===== src/rtl/lcd_driver.sv =====
// lcd_driver: 4-bit HD44780-style LCD driver that initialises the panel and refreshes two 16-char rows.
// Define LCD_CHANGE_DETECT_EN to idle between frames until {line1,line2} changes.
module lcd_driver #(
  parameter int T_PWR  = 750000,
  parameter int T_INIT = 205000,
  parameter int T_E    = 12,
  parameter int T_NIB  = 50,
  parameter int T_CMD  = 2000,
  parameter int T_CLR  = 82000
) (
  input  logic         clk,
  input  logic         reset,
  input  logic [127:0] line1,
  input  logic [127:0] line2,
  output logic         lcd_e,
  output logic         lcd_rs,
  output logic         lcd_rw,
  output logic [3:0]   lcd_data,
  output logic         ready,
  output logic         frame_done
);
  localparam int M1 = (T_PWR > T_INIT) ? T_PWR : T_INIT;
  localparam int M2 = (M1 > T_CLR) ? M1 : T_CLR;
  localparam int M3 = (M2 > T_CMD) ? M2 : T_CMD;
  localparam int M4 = (M3 > T_NIB) ? M3 : T_NIB;
  localparam int TMAX = (M4 > T_E) ? M4 : T_E;
  localparam int CW = ($clog2(TMAX + 1) > 20) ? $clog2(TMAX + 1) : 20;

  typedef enum logic [2:0] {
    S_PWR, S_INIT, S_CFG, S_FRAME
`ifdef LCD_CHANGE_DETECT_EN
    , S_IDLE
`endif
  } st_t;
  typedef enum logic [2:0] {P_SET, P_EH, P_GAP, P_EL, P_WAIT} ph_t;

`ifdef LCD_CHANGE_DETECT_EN
  localparam st_t S_AFTER = S_IDLE;
`else
  localparam st_t S_AFTER = S_FRAME;
`endif

  // A phase of N cycles loads N-1 and advances when the counter reaches 0.
  function automatic logic [CW-1:0] ld(input int n);
    return (n > 0) ? CW'(n - 1) : '0;
  endfunction

  st_t           st_q, st_d;
  ph_t           ph_q, ph_d;
  logic [5:0]    idx_q, idx_d;
  logic [CW-1:0] cnt_q, cnt_d, wt;
  logic [255:0]  snap_q;
  logic          ready_q, ready_d;
  logic [7:0]    byt, cfg_b, frm_b;
  logic          rs, cmd, last, done, xfer, hi, grab, rot;

  assign done  = cnt_q == '0;
  assign xfer  = st_q == S_INIT || st_q == S_CFG || st_q == S_FRAME;
  assign cmd   = idx_q == 6'd0 || idx_q == 6'd17;
  assign cfg_b = (idx_q == 6'd0) ? 8'h28 : (idx_q == 6'd1) ? 8'h06 : (idx_q == 6'd2) ? 8'h0C : 8'h01;
  // The snapshot rotates one char per data byte, so the current char is always the top byte.
  assign frm_b = (idx_q == 6'd0) ? 8'h80 : (idx_q == 6'd17) ? 8'hC0 : snap_q[255:248];
  assign byt   = (st_q == S_INIT) ? {(idx_q == 6'd3) ? 4'h2 : 4'h3, 4'h0} :
                 (st_q == S_CFG) ? cfg_b : (st_q == S_FRAME) ? frm_b : 8'h00;
  assign rs    = st_q == S_FRAME && !cmd;
  assign last  = (st_q == S_FRAME) ? idx_q == 6'd33 : idx_q == 6'd3;
  assign wt    = (st_q == S_INIT) ? ld(T_INIT) : (st_q == S_CFG && idx_q == 6'd3) ? ld(T_CLR) : ld(T_CMD);
  assign grab  = st_q == S_FRAME && idx_q == 6'd0 && ph_q == P_SET;
  assign rot   = st_q == S_FRAME && ph_q == P_WAIT && done && rs;
  // Upper nibble is held into the gap and swapped one cycle before the second E pulse.
  assign hi    = st_q == S_INIT || ph_q == P_SET || ph_q == P_EH || (ph_q == P_GAP && !done);

  assign lcd_e      = xfer && (ph_q == P_EH || ph_q == P_EL);
  assign lcd_rs     = xfer && rs;
  assign lcd_rw     = 1'b0;
  assign lcd_data   = xfer ? (hi ? byt[7:4] : byt[3:0]) : 4'h0;
  assign ready      = ready_q;
  assign frame_done = st_q == S_FRAME && ph_q == P_WAIT && done && last;

  always_comb begin
    st_d    = st_q;
    ph_d    = ph_q;
    idx_d   = idx_q;
    cnt_d   = done ? cnt_q : cnt_q - 1'b1;
    ready_d = ready_q;
    if (st_q == S_PWR) begin
      if (ph_q == P_SET) begin
        ph_d  = P_WAIT;
        cnt_d = ld(T_PWR);
      end else if (done) begin
        st_d  = S_INIT;
        ph_d  = P_SET;
        idx_d = 6'd0;
      end
`ifdef LCD_CHANGE_DETECT_EN
    end else if (st_q == S_IDLE) begin
      if ({line1, line2} != snap_q) st_d = S_FRAME;
`endif
    end else if (done) begin
      case (ph_q)
        P_SET: begin
          ph_d  = P_EH;
          cnt_d = ld(T_E);
        end
        P_EH: begin
          ph_d  = (st_q == S_INIT) ? P_WAIT : P_GAP;
          cnt_d = (st_q == S_INIT) ? wt : ld(T_NIB);
        end
        P_GAP: begin
          ph_d  = P_EL;
          cnt_d = ld(T_E);
        end
        P_EL: begin
          ph_d  = P_WAIT;
          cnt_d = wt;
        end
        default: begin
          ph_d  = P_SET;
          idx_d = last ? 6'd0 : idx_q + 6'd1;
          if (last) st_d = (st_q == S_INIT) ? S_CFG : (st_q == S_CFG) ? S_FRAME : S_AFTER;
          if (last && st_q == S_CFG) ready_d = 1'b1;
        end
      endcase
    end
  end

  always_ff @(posedge clk or negedge reset) begin
    if (!reset) begin
      st_q    <= S_PWR;
      ph_q    <= P_SET;
      idx_q   <= 6'd0;
      cnt_q   <= '0;
      ready_q <= 1'b0;
      snap_q  <= '0;
    end else begin
      st_q    <= st_d;
      ph_q    <= ph_d;
      idx_q   <= idx_d;
      cnt_q   <= cnt_d;
      ready_q <= ready_d;
      if (grab) snap_q <= {line1, line2};
      else if (rot) snap_q <= {snap_q[247:0], snap_q[255:248]};
    end
  end
endmodule

===== config.mk =====
export PLATFORM = sky130hd
export DESIGN_NAME = lcd_driver
export DESIGN_NICKNAME = d
export VERILOG_FILES = /design/src/rtl/lcd_driver.sv
export SDC_FILE = /design/constraint.sdc
export NUM_CORES = 1
export LEC_CHECK = 0
export CAP_MARGIN = 20
export CORE_ASPECT_RATIO = 0.8
export CORE_MARGIN = 2
export CORE_UTILIZATION = 50
export DETAILED_ROUTE_END_ITERATION = 8
export HOLD_SLACK_MARGIN = 0.03
export PLACE_DENSITY = 0.82
export SETUP_SLACK_MARGIN = 0.5
export SLEW_MARGIN = 30
export SYNTH_ARGS = -nofsm -noshare
export SYNTH_HDL_FRONTEND = slang
export SYNTH_SLANG_ARGS = --single-unit

===== constraint.sdc =====
create_clock -name clk -period 5.85 [get_ports clk]
set_input_delay 1.17 -clock clk [delete_from_list [all_inputs] [get_ports clk]]
set_output_delay 1.17 -clock clk [all_outputs]
set_load 0.01 [all_outputs]

### Yosys cells after proc, flatten, opt, wreduce, memory -nomap -nowiden

Cells that the tools add are included.

* equal/unequal tests: 14
* multiplexer cells: 41
* reduce and logical (&&, ||, !) cells: 35
* add/subtract/negate cells: 2
* bitwise logic cells: 2

Operators with widths (count)
* $mux W256: 2
* $mux W20: 4
* $pmux W20 S3: 1
* $mux W6: 7
* $mux W8: 5
* $mux W18: 2
* $mux W3: 11
* $logic_not A20 Y1: 1
* $sub A20 B1 Y20 const B: 1
* $mux W17: 1
* $mux W4: 4
* $eq A3 B2 Y1 const B: 4
* $eq A6 B2 Y1 const B: 2
* $logic_and A1 B1 Y1: 12
* $pmux W3 S4: 1
* $reduce_and A4 Y1: 2
* $reduce_bool A2 Y1: 4
* $logic_or A1 B1 Y1: 7
* $add A6 B1 Y6 const B: 1
* $eq A3 B1 Y1 const B: 2
* $eq A6 B1 Y1 const B: 1
* $eq A6 B5 Y1 const B: 1
* $eq A6 B6 Y1 const B: 1
* $logic_not A3 Y1: 2
* 11 further kinds: 15

* flip-flop bits (word level): 289

### Depth between registers and ports, before layout

* word-level depth: 8
* gate-level depth with buffers: 10

### Least setup slack after synthesis

OpenSTA, ideal clock, no wires.

* kind: register -> output
* start: reg cnt_q[3]
* end: out lcd_data[2]
* arrival: 2096 ps
* setup slack: 2584 ps
* stages on the path, launching flop included: 6
* path through: dfrtp_1 or4_4 nor2_2 a41oi_1 or2_2 a21oi_1

* cells in the longest elaborated chain, start to end: 6

RTL lines
* from (decl): RTL line 51 `logic [CW-1:0] cnt_q, cnt_d, wt;`
* from (signal assigned): RTL line 139 `cnt_q <= cnt_d;`
* $logic_not A20 Y1: RTL line 57 `assign done = cnt_q == '0;`
* $logic_not A1 Y1: RTL line 71 `assign hi = st_q == S_INIT || ph_q == P_SET || ph_q == P_EH || (ph_q == P_GAP && !done);`
* $logic_and A1 B1 Y1: RTL line 71
* $logic_or A1 B1 Y1: RTL line 71
* $mux W4 (2 in a row): RTL line 76 `assign lcd_data = xfer ? (hi ? byt[7:4] : byt[3:0]) : 4'h0;`
* to (decl): RTL line 18 `output logic [3:0] lcd_data,`

Every way passes these cells.

### Final worst setup path

* start: reg cnt_q[17]
* end: out lcd_data[2]

Same word-level chain as after synthesis.

==> impl_results.md <==
* Status: finished clean
* Distinct cells, synth at 57
* Post-DR wirelength/cell at about 19 um
* Mean Syn Cell Area at approximately 8.4 um^2
* Fmax at around 0.2 GHz
* LEAKAGE at 7.55 nW
* Final routed DRC violation total at 0
* Final setup viols at 0
* Sequential Power Share at just under 50%
* Post-DP Area at 16,800 um^2
* RSZ-0062 raised after global routing: no
* Count of buffers from port buffering at about 270
* Final Cycle Share at ~86%
* Final nets at between 2k and 2.5k
* Slew @ Worst Pin at ~0.9 ns
* Initial DRC Count at between 1.5k and 2k
* Register area share after synthesis at approximately 50%
* Total net switching power at around 0.97 mW
* Ys Warns at 0
* Clock transition at path regs at approximately 0.06 ns
* Worst endpoint data arrival time at between 3 and 4 ns
* Async S/R FF share, synth at 100%
* Seq cells post-synth at ~290
* Synth Flop Type: dfrtp_1
* Fin crit period at approximately 5 ns
* Worst VDD drop at between 0.2 and 0.25 mV
* DIE HEIGHT at 155 um
* Final Cell Area at ~18,000 um^2
* Combinational share of power at under 10%
* Clock Latency Late Sink at 0.54 ns
* Worst reg-to-reg setup slack at approximately 1.8 ns
* Crit end category: output pin
* CP startpoint kind: register
* Vias in the first global route at 12.9k
* Routed vias/inst at 6.13
* Clock Path Buffers at 3
* ANT nets after route at 0
* Crit path from: cnt_q[17]
* Post-Syn Area at 14,200 um^2
* I/O Pins at around 270
* Sink Count at about 290
* Worst Hold Class: primary input to async pin
* CP endpoint: lcd_data[2]
* Area contributors post-synth: dfrtp_1 51%, a31oi_1 11%, a21oi_1 9.4%
* Clock share of power at a little over two fifths
* Total of max-cap violations at 0
* Post-CTS setup repair buffer count at 0
* Core Area at between 20,000 and 30,000 um^2
* Worst slew margin at between 30% and 40%
* Total Neg Setup Slack at 0 ns
* FF-to-FF path depth at 7
* # rows at 55
* Most common cell in the netlist: dfrtp_1
* Largest net degree at the start of global routing at approximately 160
* Clock Skew at about 0.0094 ns
* Share of cells above drive strength 1 at under 10%
* Yosys top cell area share at about half
* H-tree Lvls at 1
* Pins Over Slew Limit at 0
* Hold Buf Count CTS at 0
* Crit path kind: register to output pin
* Post-CTS Resized at 0
* Pwr/cell area at roughly 240 nW/um^2
* Post-synth EDFFs at 0
* Clk root buf: clkbuf_16
* Overall Global Routing Usage at roughly 28%
* Grt ovf at 0
* Cts bufs inserted at 29
* CP required at between 4 and 5 ns
* Worst Path Max Fanout at 18
* Via count at 13.8k
* DP Wirelength at around 27,000 um
* Mapped Cells at about 1.7k
* Area leader, netlist: dfrtp_1
* Post-synth top cells: 288 x dfrtp_1, 284 x nand2_1, 267 x a21oi_1
* Starting Density at about half
* Synthesis-to-layout area growth at 24.8%
* Final Wtd Congestion at around 0.86
* Final hold violations at 0
* Total wire length at around 43,000 um
* Global-route wire length before repair at approximately 68,000 um
* CTS tree: yes
* Initial antenna violation count at 6
* DRT Pass-1 Iters at 7
* Full die area at ~30,000 um^2
* Syn Nets at approximately 2.0k
* Reg-to-reg startpoint: cnt_q[17]
* Die width at 193 um
* Reg2Reg Capture Point: snap_q[103]
* Internal Power at about 3.3 mW
* Switching portion of total power at 22.4%
## worst max-delay path, cell delays in order (launching register included)
cell             delay (ns)
dfrtp_1                0.42
nor4_1                 0.59
and4b_1                0.74
a41oi_1                0.42
or2_2                  0.42
a21oi_1                0.15
clkdlybuf4s50_1        0.55
## worst min path at each step
stage               slack (ns)  startpoint     endpoint  cells past startpoint
floorplan                 0.46   snap_q[0]    snap_q[0]                      2
global placement          0.47   snap_q[1]    snap_q[1]                      2
detailed placement        0.49   snap_q[5]    snap_q[5]                      2
CTS                       0.50   snap_q[5]    snap_q[5]                      2
global route              0.46       reset  snap_q[218]                      1
finish                    0.47       reset  snap_q[218]                      1
## registers in the layout (all words and copies together), names as in the netlist
| register | cells |
|---|---|
| snap_q | 256 |
| ph_q | 3 |
| st_q | 2 |
| cnt_q | 20 |
| ready | 1 |
| idx_q | 6 |
## power by group through the flow
stage	clock, mW	combinational [mW]	sequential, mW
floorplan	0	0.0740	2.15
global placement	0	0.309	2.17
detailed placement	0	0.314	2.17
CTS	1.89	0.316	2.13
global route	1.97	0.347	2.15
finish	1.86	0.315	2.14
## final cells by class
class	count	area [um^2]
repair buffers	282	2870
fillers	2306	10400
clock inverters	11	118
inverters	8	30.0
clock buffers	41	831
multi-input cells	1239	6250
diodes	7	17.5
flip-flops and latches	288	7210
well taps	370	463
## metrics by stage
stage	setup slack, ns	util [%]	power (mW)	cells	hold slack, ns
after floorplan	2.58	-	2.22	1688	0.459
after global placement	1.66	59.6	2.48	2186	0.473
after detailed placement	1.46	59.6	2.48	2186	0.486
after CTS	0.896	62.9	4.34	2238	0.505
after global routing	0.709	63.2	4.46	2244	0.462
final	0.844	63.2	4.31	2246	0.469
## placed cells by master, fill, tap and decap left out, types with 4 or more instances in the layout
cell type and count:
nand2_1 283, a211oi_1 4, nand4_1 9, o21ai_0 13
nor2b_1 4, xor2_1 4, clkbuf_16 29, a32oi_1 8
nand3_1 19, dfrtp_1 288, clkinv_2 4, nor4_1 4
nor4_2 4, inv_1 8, o211ai_1 6, clkinvlp_4 5
clkbuf_8 6, nor3_1 11, clkdlybuf4s50_1 264, or3_1 7
nand2b_1 5, a31oi_1 254, a21oi_1 267, ha_1 6
nor2_1 266, clkbuf_1 6, buf_4 9, buf_12 4
diode_2 7, or4_1 5, xnor2_1 6
## per-layer routing
metal	track usage (%)	routed length [um]	part of all wire, %	vias to the layer above
met5	0	0	0	-
met4	10.0	1390	3.2	0
met3	3.27	3210	7.5	80
met2	41.8	19800	46	699
met1	42.4	18500	43	6697
li1	-	-	-	6303
## logic make-up (layout without fill, tap and decap cells)
kind of cell / after synthesis / after routing / share of synthesized area (%)
AO/OA/AOI/OAI: 575 / 575 / 23.3
XOR/XNOR: 10 / 10 / 0.615
adder cells (fa/ha/maj): 6 / 6 / 0.527
buffers and inverters: 161 / 342 / 5.74
flip-flops: 288 / 288 / 50.6
multiplexers: 6 / 6 / 0.448
other: 1 / 8 / 0.0263
AND/OR/NAND/NOR: 641 / 641 / 18.7
Power figures use the tool's default switching activity.
